<file path="config.mk">
export PLATFORM = sky130hd
export DESIGN_NAME = return_stack
export DESIGN_NICKNAME = d
export VERILOG_FILES = /design/src/rtl/return_stack.sv
export SDC_FILE = /design/constraint.sdc
export NUM_CORES = 1
export LEC_CHECK = 0
export BUFFER_PORTS_ARGS = -buffer_cell sky130_fd_sc_hd__clkbuf_2
export CORE_AREA = 2 2 142 144
export CTS_BUF_LIST = sky130_fd_sc_hd__clkbuf_4 sky130_fd_sc_hd__clkbuf_8 sky130_fd_sc_hd__clkbuf_16
export DETAILED_ROUTE_END_ITERATION = 10
export DIE_AREA = 0 0 144 146
export PLACE_DENSITY = 0.83
export SYNTH_ARGS = -nofsm -noshare
export SYNTH_HDL_FRONTEND = slang
export SYNTH_SLANG_ARGS = --single-unit
</file>
<file path="constraint.sdc">
create_clock -name clk -period 6.9 [get_ports clk]
set_input_delay 1.035 -clock clk [delete_from_list [all_inputs] [get_ports clk]]
set_output_delay 1.035 -clock clk [all_outputs]
set_load 0.01 [all_outputs]
</file>
<file path="src/rtl/return_stack.sv">
// return_stack: LIFO return-address stack with sticky overflow/underflow flags.
// Define RSTACK_WRAP_EN to let a push while full overwrite the oldest entry instead of being dropped.
module return_stack #(
  parameter int WIDTH      = 32,
  parameter int DEPTH_LOG2 = 3
) (
  input  logic                  clk,
  input  logic                  rst,
  input  logic                  push,
  input  logic                  pop,
  input  logic                  clr_err,
  input  logic [WIDTH-1:0]      d,
  output logic [WIDTH-1:0]      q,
  output logic [DEPTH_LOG2:0]   count,
  output logic                  full,
  output logic                  empty,
  output logic                  ovf,
  output logic                  unf
);
  localparam int DEPTH = 1 << DEPTH_LOG2;
  localparam logic [DEPTH_LOG2-1:0] SP_ONE = DEPTH_LOG2'(1);
  localparam logic [DEPTH_LOG2:0]   CNT_ONE = (DEPTH_LOG2+1)'(1);
  logic [WIDTH-1:0]      mem_q [DEPTH];
  logic [DEPTH_LOG2-1:0] sp_q, sp_d, top_addr, wr_addr;
  logic [DEPTH_LOG2:0]   count_q, count_d;
  logic                  ovf_q, ovf_d, unf_q, unf_d, wr_en;
  assign top_addr = sp_q - SP_ONE;
  assign count    = count_q;
  assign full     = count_q == (DEPTH_LOG2+1)'(DEPTH);
  assign empty    = count_q == '0;
  assign q        = empty ? '0 : mem_q[top_addr];
  assign ovf      = ovf_q;
  assign unf      = unf_q;
  always_comb begin
    sp_d    = sp_q;
    count_d = count_q;
    wr_en   = 1'b0;
    wr_addr = sp_q;
    ovf_d   = (ovf_q & ~clr_err) | (push & ~pop & full);
    unf_d   = (unf_q & ~clr_err) | (pop & ~push & empty);
    // a simultaneous push/pop on an empty stack degenerates to a plain push
    if (push && (!pop || empty)) begin
      if (!full) begin
        wr_en   = 1'b1;
        sp_d    = sp_q + SP_ONE;
        count_d = count_q + CNT_ONE;
      end
`ifdef RSTACK_WRAP_EN
      else begin
        wr_en = 1'b1;
        sp_d  = sp_q + SP_ONE;
      end
`endif
    end else if (push && pop) begin
      wr_en   = 1'b1;
      wr_addr = top_addr;
    end else if (pop && !empty) begin
      sp_d    = top_addr;
      count_d = count_q - CNT_ONE;
    end
  end
  always_ff @(posedge clk) begin
    if (rst) begin
      sp_q    <= '0;
      count_q <= '0;
      ovf_q   <= 1'b0;
      unf_q   <= 1'b0;
    end else begin
      sp_q    <= sp_d;
      count_q <= count_d;
      ovf_q   <= ovf_d;
      unf_q   <= unf_d;
    end
  end
  always_ff @(posedge clk) begin
    if (wr_en && !rst) mem_q[wr_addr] <= d;
  end
endmodule

</file>
; ---- After elaboration in Yosys (flattened, before gate mapping)
; Memory sizes are Yosys's and may differ from the RTL's.
; Index checks and enable logic that the tools add are counted.
[word_totals]
reg_bits = 9
mem_bits_rw = 256
in_bits = 37
output_inout_bits = 40
word_cells = 50
memories = 1
[mem_list]
columns = name, depth, width, rd, rd_ports_with_merged_regs, wr, line
row1 = mem_q, 8, 32, 1, 0, 1, 23  ; logic [WIDTH-1:0] mem_q [DEPTH];
[op_classes]
add_sub_neg = 4
n_eq_ne = 3
mux = 16
bitwise = 11
n_reduce_logical = 11
[op_table]
columns = op, n
row1 = two-way mux 32 bit, 1
row2 = two-way mux 3 bit, 6
row3 = two-way mux 4 bit, 4
row4 = bitwise AND 1 bit, 6
row5 = two-way mux 1 bit, 5
row6 = "adder 4 x 1 -> 4 bit, second input constant", 1
row7 = "== test 4 bit, second input constant", 1
row8 = logical AND 1 bit, 4
row9 = zero test 4 bit, 1
row10 = "inequality test 2 bit, second input constant", 2
row11 = "subtractor 4 x 1 -> 4 bit, second input constant", 1
row12 = "adder 3 x 1 -> 3 bit, second input constant", 1
row13 = zero test 1 bit, 3
row14 = NOT 1 bit, 3
row15 = AND reduction 3 bit, 1
row16 = "subtractor 3 x 1 -> 3 bit, second input constant", 1
row17 = OR 1 bit, 2
row18 = nonzero test 2 bit, 1
row19 = logical OR 1 bit, 1

; ---- Logic depth before layout (Yosys ltp)
[depth]
depth_word = 7
depth_mapped = 10
depth_no_buf = 9

; ---- Least setup slack after synthesis
; Ideal clock, no wire load.
[synth_path]
path_kind = flip-flop to flip-flop
start = register sp_q[0]
end = memory mem_q[0][0], enable pin
setup_ps = 421
arrival_ps = 3377
required_time_ps = 6479
slack_ps = 3102
path_stages_with_launch = 10
path_buffers = 4
period_less_slack_ps = 3798
cell_sequence = dfxtp_1 -> clkbuf_1 -> buf_2 -> inv_1 -> ha_1 -> buf_2 -> clkbuf_1 -> nand3_1 -> mux2_2 -> nor2_1
[synth_between]
elab_chain_len = 3
[synth_lines]
columns = item, line
row1 = "start, declared", 24  ; logic [DEPTH_LOG2-1:0] sp_q, sp_d, top_addr, wr_addr;
row2 = "start signal, assigned", 69  ; sp_q <= sp_d;
row3 = subtractor 3 x 1 -> 3 bit, 27  ; assign top_addr = sp_q - SP_ONE;
row4 = two-way mux 3 bit, 54  ; end else if (push && pop) begin
row5 = two-way mux 3 bit *, 42  ; if (push && (!pop || empty)) begin
row6 = "end, declared", 23
; Mark *: on every way between the ends. The rest lies on a longest branch, timed or not.

; ---- Final worst setup path
[layout_path]
start = register sp_q[0]
end = output q[16]
[layout_between]
elab_chain_len = 3
[layout_lines]
columns = item, line
row1 = subtractor 3 x 1 -> 3 bit, 27
row2 = memory read (8 x 32 bit), n/a
row3 = two-way mux 32 bit, 31  ; assign q = empty ? '0 : mem_q[top_addr];
row4 = "end, declared", 13  ; output logic [WIDTH-1:0] q,
; No other way between the ends.

==> results_dict.tcl <==
set metrics [dict create \
    status "finished, final reports clean" \
    yosysSeqAreaShare_pct 75.8 \
    yosysTopAreaCellShare_pct 74.0 \
    nNetsFinal 659 \
    die_height_um 146 \
    tns_ps 0 \
    hold_viol 0 \
    power_density_nw_per_um2 437 \
    total_power_uw 5210 \
    dpl.hpwl_um 11400 \
    synth_area_um2 10400 \
    grt_first_pass_wirelength_um 32700 \
    clock_skew_ps 8.55 \
    grt-ovfl-total 0 \
    wl_per_cell_um 23.2 \
    clk_latency_ps 520 \
    place.port_buffers 76 \
    cts_hold_buf 0 \
    area_growth_syn_to_layout_pct 14.7 \
    rsz0062_at_grt "false" \
    drc 0 \
    cts_root_buf "clkbuf_16" \
    synth_cell_types 37 \
    fmax_mhz 242 \
    wl_um 20900 \
    multi_input_area_um2 2450 \
    hp-class "reg2reg" \
    fillers 1351 \
    met1_length_um 8300 \
    p_leak_uw 0.00391 \
    start_util_pct 53.7 \
    synthesis.nets 582 \
    path_delay_family "adder cells" \
    grt_start_max_net_pins 71 \
    num_antenna_cells 0 \
    synth_most_common_cell "edfxtp_1" \
    num_vias 5309 \
    regArea_um2 7870 \
    antenna_left 0 \
    maxCapViolCount 0 \
    crit_path_max_fanout 70 \
    ir_worst_vdd_v 0.000236 \
    netlist_top_cells_count "edfxtp_1, nand2_1, mux4_2, a21oi_1, nor2_1" \
    synthCells 541 \
    synth_seq_cells 265 \
    grt_antenna_before_repair 0 \
    cts_resized 0 \
    grt_use_total_pct 20.5 \
    maxSlewHeadroom_pct 19.2 \
    drive_gt1_share_pct 31.9 \
    cts_inserted_buffers 26 \
    critical_path_buf_inv_count 2 \
    fin_area_um2 11900 \
    clock_sinks 265 \
    wl_met2_um 10900 \
    gp_congestion 0.773 \
    syn-mean-instance-area_um2 19.2 \
    top_layer "met4" \
    yosys-top-cells-area "edfxtp_1, mux4_2, nand2_1" \
    path_cells "inv_1, ha_4, mux4_2, nand2_1, a21oi_1, clkbuf_2" \
    finalSetupViolCount 0 \
    drtIter0Drc 497 \
    start_kind "register" \
    met3_length_um 1510 \
    synth.largest_area_cell "edfxtp_1" \
    tightest_slew_ps 1210 \
    path_class "reg2out" \
    worst_ep_arrival_time_ps 3090 \
    placed_area_um2 11100 \
    clkTransAtPathRegs_ps 70 \
    cts_buffer_depth 3 \
    cp_slowest_cell "ha_4" \
    core.rowCount 51 \
    h-tree-depth 1 \
    dr.pass1.iters 5 \
    cts_tree "yes" \
    die_w_um 144 \
    yosys_most_used_dff "edfxtp_1" \
    fp.coreArea_um2 19300 \
    post-cts-setup-buffers 0 \
    pin_count 77 \
    yosysWarnings 0 \
    period_needed_ps 4130 \
    dieArea_um2 21000 \
    cp.required_ps 5860 \
    synth_edf_count 256 \
    viasPerCell 5.89 \
    drv_slew 0 \
    slowest_delay_ps 940 \
    worst_setup_path_end_kind "output port" \
    grt_pass1_vias 5653 \
    min_period_over_period_pct 59.9 \
    synthArstFlopShare_pct 0 \
]
## per-stage QoR
stage / utilization, % / std cells / setup WS (ps) / hold WS [ps]
3_5_place_dp: 57.3 / 855 / 3270 / 490
3_3_place_gp: 57.3 / 855 / 3370 / 475
4_1_cts: 61.6 / 902 / 2730 / 505
2_1_floorplan: - / 541 / 3100 / 458
5_1_grt: 61.6 / 902 / 2570 / 524
6_report: 61.6 / 902 / 2770 / 496
## per-layer routing
metal,vias up,GRT usage (%)
met3,19,3.46
li1,2315,-
met5,-,0
met1,2755,29.1
met4,0,4.17
met2,220,34.2
## placed cells by master (no fill, tap or decap), types with 2 or more instances in the layout
| cell | n |
|---|---|
| edfxtp_1 | 256 |
| clkbuf_2 | 76 |
| nand2_1 | 72 |
| mux4_2 | 64 |
| a21oi_1 | 41 |
| clkbuf_16 | 27 |
| nor2_1 | 10 |
| nor2_4 | 8 |
| clkinv_1 | 8 |
| dfxtp_1 | 8 |
| inv_1 | 7 |
| clkinv_2 | 7 |
| o21ai_0 | 5 |
| or3_1 | 3 |
| nor2b_1 | 3 |
| mux2_2 | 3 |
| ha_1 | 3 |
| buf_4 | 3 |
| nand3_1 | 2 |
| a32oi_1 | 2 |
| xnor2_1 | 2 |
| bufinv_16 | 2 |
## area by class of cell
class / count / share of cell area [%]
clock buffers: 28 / 5.74
clock inverters: 19 / 1.19
inverters: 7 / 0.221
multi-input cells: 239 / 20.6
flip-flops and latches: 265 / 66.1
well taps: 265 / 2.78
repair buffers: 79 / 3.38
## registers in the layout (all words and copies together), names as in the netlist
name	flops
mem_q	256
count	4
sp_q	3
ovf	1
unf	1
## kinds of logic after synthesis
kind of cell,Yosys count,synth area share [%]
compound gates,58,3.37
mux,68,14.3
flops,265,75.8
fa+ha+maj,4,0.482
simple gates,104,4.11
xor+xnor,5,0.422
buf+inv,37,1.54
## worst reg2reg max path, stage by stage, from the launching register on
cell and delay (ps):
dfxtp_4 480, inv_1 160, ha_4 940, nor2b_1 220, o21ai_0 110, mux2_2 340, nor2_4 900
## final timing paths
check / startpoint / to / slack (ps) / cells after the start
max reg2reg: sp_q[0]$_SDFFE_PP0P_ / mem_q[4][13]$_DFFE_PP_ / 3340 / 6
min: ovf$_SDFF_PP0_ / ovf$_SDFF_PP0_ / 500 / 2
min reg2reg: ovf$_SDFF_PP0_ / ovf$_SDFF_PP0_ / 500 / 2
max: sp_q[0]$_SDFFE_PP0P_ / q[16] / 2770 / 6
## where the power goes
group          internal, µW  switching (µW)
sequential             1940            80.2
clock                   786             567
combinational           754            1080
total                  3480            1730
Power figures use the tool's default switching activity.
